### src/rtl/pipe_pkg.sv
// pipe_pkg: shared definitions for the pipeline stage buffers.
//   ps_state_e  : occupancy state of a stage buffer (EMPTY / ONE / TWO)
//   XLEN        : default payload width
//   PERF_CNT_W  : default width of stage performance counters
package pipe_pkg;

   localparam int XLEN       = 32;
   localparam int PERF_CNT_W = 16;

   typedef enum logic [1:0] {
      PS_EMPTY = 2'd0,
      PS_ONE   = 2'd1,
      PS_TWO   = 2'd2
   } ps_state_e;

endpackage

### src/rtl/pipe_stage_buffer_sat_counter.sv
// sat_counter: saturating up-counter with synchronous clear.
//   stg_clk : clock, rising edge
//   reset   : asynchronous, active-high; clears the count
//   inc     : add one this cycle (ignored once the count is all ones)
//   clr     : synchronous clear, wins over inc
//   cnt     : current count
module sat_counter
   import pipe_pkg::*;
#(
   parameter int W = PERF_CNT_W
) (
   input  logic         stg_clk,
   input  logic         reset,
   input  logic         inc,
   input  logic         clr,
   output logic [W-1:0] cnt
);

   logic [W-1:0] cnt_q;
   logic [W-1:0] cnt_d;

   always_comb begin
      cnt_d = cnt_q;
      if (clr) begin
         cnt_d = '0;
      end else if (inc && !(&cnt_q)) begin
         // Stop at all ones; never wrap back to zero.
         cnt_d = cnt_q + W'(1);
      end
   end

   always_ff @(posedge stg_clk or posedge reset) begin
      if (reset) begin
         cnt_q <= '0;
      end else begin
         cnt_q <= cnt_d;
      end
   end

   assign cnt = cnt_q;

endmodule

### src/rtl/pipe_stage_buffer.sv
// pipe_stage_buffer: pipeline stage register with a one-entry skid buffer,
// synchronous flush and a saturating stall counter.
//   stg_clk / reset        : clock (rising edge), async active-high reset
//   in_valid/in_data       : upstream beat
//   in_ready               : stage can accept (registered)
//   out_valid/out_data     : beat held in the main register
//   out_ready              : downstream accepts
//   flush                  : drop every held and incoming beat this cycle
//   stall_cnt              : cycles with out_valid && !out_ready (saturating)
//   stall_cnt_clr          : synchronous clear of stall_cnt
//   dbg_state              : current occupancy state
//
// Handshake: a beat transfers on a rising edge where valid && ready are both
// high; valid may not depend on ready, and a presented beat stays stable
// until it transfers. in_ready is a register output, so upstream never sees
// a combinational path from out_ready.
module pipe_stage_buffer
   import pipe_pkg::*;
#(
   parameter int DATA_W = XLEN,
   parameter int CNT_W  = PERF_CNT_W
) (
   input  logic              stg_clk,
   input  logic              reset,
   input  logic              in_valid,
   input  logic [DATA_W-1:0] in_data,
   output logic              in_ready,
   output logic              out_valid,
   output logic [DATA_W-1:0] out_data,
   input  logic              out_ready,
   input  logic              flush,
   output logic [CNT_W-1:0]  stall_cnt,
   input  logic              stall_cnt_clr,
   output ps_state_e         dbg_state
);

   ps_state_e         state_q;
   ps_state_e         state_d;
   logic [DATA_W-1:0] main_data_q;
   logic [DATA_W-1:0] main_data_d;
   logic [DATA_W-1:0] skid_data_q;
   logic [DATA_W-1:0] skid_data_d;

   logic main_v;
   logic skid_v;
   logic accept;
   logic emit;

   // The state register is the single source of main_v / skid_v.
   assign main_v = (state_q == PS_ONE) || (state_q == PS_TWO);
   assign skid_v = (state_q == PS_TWO);

   assign in_ready  = !skid_v;
   assign out_valid = main_v;
   assign out_data  = main_data_q;
   assign dbg_state = state_q;

   assign accept = in_valid && in_ready;
   assign emit   = out_valid && out_ready;

   always_comb begin
      state_d     = state_q;
      main_data_d = main_data_q;
      skid_data_d = skid_data_q;

      if (flush) begin
         // Drop everything, including a beat accepted this cycle. The data
         // registers are left stale; they are masked by the valid bits.
         state_d = PS_EMPTY;
      end else begin
         unique case (state_q)
            PS_EMPTY: begin
               if (accept) begin
                  main_data_d = in_data;
                  state_d     = PS_ONE;
               end
            end
            PS_ONE: begin
               if (accept && emit) begin
                  main_data_d = in_data;
               end else if (accept) begin
                  // Downstream stalled: park the in-flight beat in skid.
                  skid_data_d = in_data;
                  state_d     = PS_TWO;
               end else if (emit) begin
                  state_d = PS_EMPTY;
               end
            end
            PS_TWO: begin
               // in_ready is low here, so only the drain path exists.
               if (emit) begin
                  main_data_d = skid_data_q;
                  state_d     = PS_ONE;
               end
            end
            default: begin
               // Unreachable encoding: recover to a clean empty stage.
               state_d = PS_EMPTY;
            end
         endcase
      end
   end

   always_ff @(posedge stg_clk or posedge reset) begin
      if (reset) begin
         state_q     <= PS_EMPTY;
         main_data_q <= '0;
         skid_data_q <= '0;
      end else begin
         state_q     <= state_d;
         main_data_q <= main_data_d;
         skid_data_q <= skid_data_d;
      end
   end

   sat_counter #(
      .W (CNT_W)
   ) u_stall_cnt (
      .stg_clk (stg_clk),
      .reset   (reset),
      .inc     (out_valid && !out_ready),
      .clr     (stall_cnt_clr),
      .cnt     (stall_cnt)
   );

endmodule

### config.mk
export PLATFORM = sky130hd
export DESIGN_NAME = pipe_stage_buffer
export DESIGN_NICKNAME = d
export VERILOG_FILES = /design/src/rtl/pipe_pkg.sv /design/src/rtl/pipe_stage_buffer_sat_counter.sv /design/src/rtl/pipe_stage_buffer.sv
export SDC_FILE = /design/constraint.sdc
export NUM_CORES = 1
export LEC_CHECK = 0
export BUFFER_PORTS_ARGS = -buffer_cell sky130_fd_sc_hd__buf_2
export CORE_UTILIZATION = 30
export CTS_CLUSTER_DIAMETER = 120
export DETAILED_ROUTE_END_ITERATION = 10
export PLACE_DENSITY_LB_ADDON = 0.08
export SYNTH_ARGS = -nofsm -noshare
export SYNTH_HDL_FRONTEND = slang
export SYNTH_SLANG_ARGS = --single-unit
### constraint.sdc
create_clock -name stg_clk -period 7.85 [get_ports stg_clk]
set_clock_uncertainty 0.1 [all_clocks]
set_input_delay 1.1775 -clock stg_clk [delete_from_list [all_inputs] [get_ports stg_clk]]
set_output_delay 1.1775 -clock stg_clk [all_outputs]
set_load 0.02 [all_outputs]
==> results.py, run 1 <==
metrics = {
    "yosys": {
        "ys_async_sr_fraction_pct": 100,
        "avgSynthCellArea_um2": 12.9,
        "synthMuxAreaShare_pct": 28.9,
        "synth_top_family_by_area": "multiplexers",
        "synth_xor_area_share_pct": 0,
        "yosysUniqueCellTypes": 40,
        "syn_area_um2": 3930,
        "yosys.area_share.adder_pct": 1.59,
        "yosysSeqAreaShare_pct": 52.3,
        "yosys_warnings": 0,
        "synth-seq-cells": 82,
        "synth-compound-area-share_pct": 5.45,
        "ys.flop_type": "dfrtp_1",
        "synth_edf_count": 0,
        "syn_inst": 305,
        "yosys.area_share.simple_pct": 9.47,
        "syn_nets": 348,
    },
    "worst_setup_path": {
        "crit_end": "in_ready",
        "slowest_stage": "ha_2",
        "worstReg2RegEnd": "out_data[13]$_DFFE_PP0P_",
        "end_kind": "output pin",
        "cp.arrival_ns": 2.09,
        "crit_fanout": 36,
        "cp-startpoint": "dbg_state[0]$_DFFE_PP0P_",
        "cp-start-kind": "flip-flop",
        "cpMostUsedCell": "inv_1",
        "worst_ep_required_time_ns": 6.57,
        "path_delay_family": "adder cells",
        "cp_num_buf_inv": 3,
        "path_depth": 4,
        "crit_path_max_incr_delay_ns": 0.79,
        "reg2reg_from": "dbg_state[0]$_DFFE_PP0P_",
        "rr_worst_depth": 6,
        "crit_path_cell_trace": "inv_1, ha_2, inv_1, buf_2",
        "r2r_slack_ns": 5.03,
        "worstSetupPathType": "reg -> out",
    },
    "die": {
        "io_pins": 90,
        "start_util_pct": 31.0,
        "coreArea_um2": 12700,
        "die_y_um": 116,
        "num_rows": 41,
        "die_w_um": 116,
        "die_area_um2": 13500,
    },
    "clock_network": {
        "cts_hold_buf": 0,
        "clock_sinks": 82,
        "root_buffer": "clkbuf_16",
        "numCtsBuffers": 9,
        "htree_levels": 3,
        "insertion_delay_ns": 0.34,
        "post-cts-setup-buffers": 0,
        "clkTransAtPathRegs_ns": 0.06,
        "post_cts_resized": 0,
        "cts_tree": "built",
        "clockBufferDepth": 2,
    },
    "timing": {
        "worst_pin_slew_ns": 1.08,
        "period_needed_ns": 3.37,
        "max_clock_freq_ghz": 0.297,
        "hold_viol_final": 0,
        "slew_violations": 0,
        "tns_ns": 0,
        "relSlewSlack_pct": 27.8,
        "period_share_pct": 42.9,
        "rsz0062_at_grt": "false",
        "setup_violations": 0,
    },
    "final_layout": {
        "drive_above_1_share_pct": 54.1,
        "multi_input_area_um2": 1790,
        "syn_to_final_growth_pct": 22.6,
        "fin_area_um2": 4810,
        "diodes": 0,
        "num-nets-final": 437,
        "fill_cells": 1284,
        "ff_latch_area_um2": 2050,
    },
    "worst_hold_path": {
        "min_path_type": "reg -> reg",
    },
    "place": {
        "gp_congestion": 0.788,
        "post_dp_cell_area_um2": 4550,
        "portBuffers": 89,
        "dp_hpwl_um": 5600,
    },
    "detailed_routing": {
        "ant_nets": 0,
        "dr.pass1.iters": 4,
        "wl_per_cell_um": 15.3,
        "vias": 2744,
        "drc_errors": 0,
        "wl_um": 8710,
        "detail_route.iter0.violations": 133,
        "vias_per_cell": 4.81,
    },
    "power_and_ir_drop": {
        "p_leak_uw": 0.00214,
        "ir_drop_mv": 0.196,
        "pwr_density_cell_nw_per_um2": 340,
    },
    "global_route": {
        "grt_pass1_wl_um": 13900,
        "grt.total_usage_pct": 13.8,
        "grt_antenna_before_repair": 0,
        "grt_pass1_vias": 2689,
        "grt_start_max_net_pins": 83,
        "grt_overflow": 0,
    },
    "status": {
        "status": "finished clean",
    },
    "flow_run": {
        "cap_violations": 0,
    },
}
[cells by family after synthesis]
logic type,after synthesis
DFF,82
and+or+nand+nor,64
muxes,101
buffers and inverters,22
adders and majority gates,5
AOI/OAI and AO/OA,31
[flip-flops by register name, indices dropped and copies added (netlist names)]
| register | count |
|---|---|
| u_stall_cnt.cnt | 16 |
| out_data | 32 |
| dbg_state | 2 |
| skid_data_q | 32 |
[metrics by stage]
| stage | setup WS, ns | hold WS [ns] | power (uW) | std cells | util, % |
|---|---|---|---|---|---|
| 6_report | 4.48 | 0.401 | 1640 | 571 | 38.0 |
| 4_1_cts | 4.40 | 0.405 | 1670 | 571 | 38.0 |
| 5_1_grt | 4.30 | 0.417 | 1750 | 571 | 38.0 |
| 3_5_place_dp | 4.78 | 0.388 | 1270 | 555 | 35.9 |
| 3_3_place_gp | 4.80 | 0.381 | 1260 | 555 | 35.9 |
| 2_1_floorplan | 4.46 | 0.374 | 1090 | 305 | - |
[worst min path at each step]
stage | from | endpoint | cells after the start
floorplan | skid_data_q[30]$_DFFE_PP0P_ | skid_data_q[30]$_DFFE_PP0P_ | 1
finish | skid_data_q[9]$_DFFE_PP0P_ | skid_data_q[9]$_DFFE_PP0P_ | 1
CTS | skid_data_q[9]$_DFFE_PP0P_ | skid_data_q[9]$_DFFE_PP0P_ | 1
detailed placement | skid_data_q[31]$_DFFE_PP0P_ | skid_data_q[31]$_DFFE_PP0P_ | 1
global placement | skid_data_q[9]$_DFFE_PP0P_ | skid_data_q[9]$_DFFE_PP0P_ | 1
global route | skid_data_q[30]$_DFFE_PP0P_ | skid_data_q[30]$_DFFE_PP0P_ | 1
[metal layers]
layer,GRT usage (%),up-vias,routed length (um)
li1,-,1300,-
met1,17.4,1371,3990
met2,21.3,66,4040
met3,6.23,7,591
met4,4.10,0,91
met5,0,-,0
[area by class of cell]
cell class | instances | area share (%)
Sequential cell | 82 | 42.6
Tap cell | 172 | 4.47
Inverter | 9 | 0.728
Timing Repair Buffer | 91 | 9.57
Clock buffer | 10 | 4.76
Multi-Input combinational cell | 201 | 37.1
Clock inverter | 6 | 0.702
[Yosys cell counts, types with 3 or more instances]
cell type	instances	area [um^2]
o21ai_0	8	40.0
nor2_1	13	48.8
nand2b_1	3	18.8
nor4_1	3	18.8
or3_1	5	31.3
nand3b_1	3	22.5
nor2b_1	4	25.0
ha_1	5	62.6
buf_2	6	30.0
clkbuf_1	7	26.3
nor3_1	7	35.0
a21oi_1	7	35.0
nand3_1	4	20.0
mux2_2	99	1110
inv_1	9	33.8
dfrtp_1	82	2050
nand2_1	9	33.8
[cells in the final DEF, fill, tap and decap left out, types with 3 or more instances in the layout]
master	Yosys	routed
a21oi_1	7	7
buf_2	6	89
clkbuf_16	0	9
clkinv_2	0	6
dfrtp_1	82	82
ha_1	5	4
inv_1	9	8
mux2_2	99	99
nand2_1	9	9
nand2b_1	3	3
nand3_1	4	4
nand3b_1	3	3
nor2_1	13	13
nor2b_1	4	4
nor3_1	7	7
nor4_1	3	3
o21ai_0	8	8
or3_1	5	5
[where the power goes]
group          switching, uW  internal, uW
Sequential              85.1           599
Combinational            294           278
Clock                    168           212
[worst register-to-register path, stage by stage (launching register included)]
cell	delay, ns
dfrtp_1	0.42
inv_1	0.10
ha_2	0.49
nand2b_1	0.29
o21ai_0	0.08
o2111a_2	0.81
mux2_2	0.43
Power figures use the tool's default switching activity.
==> inputs of run 2 (changes only) <==
- ABC_AREA: default -> 1
- clock period: 7.85 -> 2.7 ns (I/O delays scaled with it)
==> run 2 against run 1 <==
Against the previous run:
- the run now ends with negative hold slack left
- synthesized cell count rose by 61%
- clock-buffer cell count up 3
- final cell count is 32% higher
- first-iteration DRC count increased by 48%
- combinational power rose to 2.8 times the previous value
- critical path depth grew 1
- power grew to 3.1 times the previous value
- via count grew 23%
- sequential power rose to 2.9 times the previous value
- critical path type unchanged
- highest routed layer is now met5
==> results.py, run 2 <==
metrics = {
    "status": {
        "status": "finished, violations left",
        "violations": "negative hold slack",
    },
    "yosys": {
        "yosys_warnings": 0,
        "yosys.area.top_type": "dfrtp_1",
        "avgSynthCellArea_um2": 7.98,
        "yosysUniqueCellTypes": 24,
        "syn_nets": 533,
        "yosysSeqAreaShare_pct": 52.4,
        "synth_edf_count": 0,
        "yosys.cell_count.top_type": "nand2_1",
        "yosys.area_share.adder_pct": 1.60,
        "synth-compound-area-share_pct": 14.5,
        "synthMuxAreaShare_pct": 0,
        "ys.flop_type": "dfrtp_1",
        "synth_top_family_by_area": "simple AND/OR/NAND/NOR gates",
        "ys_top_cells_by_area": "dfrtp_1, nand2_1, o21ai_0, inv_1, nor2_1",
        "syn_area_um2": 3910,
        "syn_inst": 490,
        "synth-seq-cells": 82,
        "synthTopCellsByCount": "nand2_1, dfrtp_1, o21ai_0",
        "synth_top_area_share_pct": 52.4,
        "yosys.area_share.simple_pct": 23.0,
        "synth_xor_area_share_pct": 0.895,
        "ys_async_sr_fraction_pct": 100,
    },
    "worst_setup_path": {
        "path_delay_family": "buffers and inverters",
        "end_kind": "output pin",
        "crit_path_cell_trace": "inv_1, ha_1, inv_2, buf_6, buf_2",
        "cp-startpoint": "dbg_state[0]$_DFFE_PP0P_",
        "worstSetupPathType": "reg -> out",
        "reg2reg_from": "dbg_state[0]$_DFFE_PP0P_",
        "crit_fanout": 54,
        "cp_num_buf_inv": 4,
        "crit_path_max_incr_delay_ns": 0.41,
        "cp.arrival_ns": 1.94,
        "cp-start-kind": "flip-flop",
        "worst_ep_required_time_ns": 2.19,
        "slowest_stage": "dfrtp_1",
    },
    "place": {
        "portBuffers": 89,
        "gp_congestion": 0.882,
        "dp_hpwl_um": 6330,
        "dp_worst_setup_slack_ns": 0.371,
    },
    "die": {
        "start_util_pct": 30.9,
        "io_pins": 90,
        "die_w_um": 116,
        "die_y_um": 116,
        "coreArea_um2": 12700,
        "die_area_um2": 13500,
        "num_rows": 41,
    },
    "detailed_routing": {
        "ant_nets": 0,
        "drc_errors": 0,
        "detail_route.iter0.violations": 197,
        "vias_per_cell": 4.47,
        "wl_um": 9300,
        "wl_per_cell_um": 12.4,
        "dr.pass1.iters": 4,
        "vias": 3362,
    },
    "final_layout": {
        "multi_input_area_um2": 1570,
        "fill_cells": 1361,
        "final_common_cell": "nand2_1",
        "diodes": 0,
        "syn_to_final_growth_pct": 25.1,
        "utilization_pct": 38.6,
        "ff_latch_area_um2": 2050,
        "num-nets-final": 618,
        "drive_above_1_share_pct": 21.2,
        "final_cell_mix": "nand2_1, buf_2, dfrtp_1, o21ai_0, nor2_1",
    },
    "clock_network": {
        "insertion_delay_ns": 0.34,
        "root_buffer": "clkbuf_16",
        "clkTransAtPathRegs_ns": 0.06,
        "clock_sinks": 82,
        "clockBufferDepth": 2,
        "numCtsBuffers": 9,
        "cts_tree": "built",
        "cts_hold_buf": 0,
        "htree_levels": 3,
    },
    "global_route": {
        "grt_antenna_before_repair": 1,
        "grt_pass1_wl_um": 15300,
        "grt_overflow": 0,
        "grt_start_max_net_pins": 65,
        "grt_pass1_vias": 3143,
        "grt.total_usage_pct": 14.9,
    },
    "power_and_ir_drop": {
        "pwr_density_cell_nw_per_um2": 1020,
        "ir_drop_mv": 0.456,
        "p_leak_uw": 0.00252,
    },
    "timing": {
        "worst_pin_slew_ns": 0.561,
        "period_share_pct": 90.4,
        "max_clock_freq_ghz": 0.410,
        "fin_ws_ns": 0.260,
        "slew_violations": 0,
        "relSlewSlack_pct": 62.6,
        "setup_violations": 0,
        "rsz0062_at_grt": "false",
        "tns_ns": 0,
        "hold_viol_final": 25,
        "period_needed_ns": 2.44,
        "hold_ws_ns": -0.00624,
    },
    "flow_run": {
        "cap_violations": 0,
    },
    "worst_hold_path": {
        "min_path_type": "in -> async",
    },
}
## run 2: cell count changes after synthesis, moves of 13 or more
| cell | before | now |
|---|---|---|
| o21ai_0 | 8 | 68 |
| mux2_2 | 99 | 0 |
| a21oi_1 | 7 | 36 |
| nand2_1 | 9 | 125 |
| nor2_1 | 13 | 52 |
| nand3_1 | 4 | 17 |
| inv_1 | 9 | 52 |
## run 2: through the flow
step | hold slack [ns] | instances | power, uW | instance area, um^2
floorplan | 0.390 | 490 | 3110 | 3910
global placement | 0.363 | 736 | 3620 | 4550
detailed placement | 0.368 | 736 | 3680 | 4550
CTS | 0.00624 | 752 | 5100 | 4890
global route | 0.0253 | 752 | 5400 | 4890
finish | -0.00624 | 752 | 5000 | 4890
## run 2: repair_timing
action	CTS	global route
resized for setup	0	1
endpoints found under the hold margin	0	0
endpoints found under the setup margin	0	1
buffers inserted	0	0
## run 2: kinds of logic after synthesis
family          Yosys count
fa+ha+maj                 5
compound gates          109
buf+inv                  75
xor+xnor                  4
simple gates            215
flops                    82
## run 2: power by group
part / internal, uW / switching [uW] / total (uW)
Sequential: 1720 / 256 / 1980
Combinational: 556 / 1080 / 1630
Clock: 890 / 491 / 1380
Total: 3170 / 1830 / 5000
## run 2: final cells by class
type	count	area share (%)
flip-flops and latches	82	41.9
clock buffers	13	5.52
well taps	172	4.40
multi-input cells	333	32.1
repair buffers	96	10.5
clock inverters	3	1.41
inverters	53	4.09
## run 2: worst paths after layout
kind | end | slack [ns] | cells after the start
max | in_ready | 0.26 | 5
min | out_data[14]$_DFFE_PP0P_ | -0.006 | 2
max reg2reg | out_data[9]$_DFFE_PP0P_ | 0.36 | 9
min reg2reg | out_data[17]$_DFFE_PP0P_ | 0.38 | 2
max in group asynchronous | skid_data_q[6]$_DFFE_PP0P_ | 1.83 | 3
min in group stg_clk | skid_data_q[29]$_DFFE_PP0P_ | 0.21 | 3
## run 2: per-layer routing
layer / vias up / wire length [um] / track usage (%)
met3: 14 / 600 / 6.18
met5: - / 10 / 0
met1: 1527 / 4140 / 17.6
met2: 82 / 4380 / 24.2
met4: 2 / 165 / 5.98
li1: 1737 / - / -
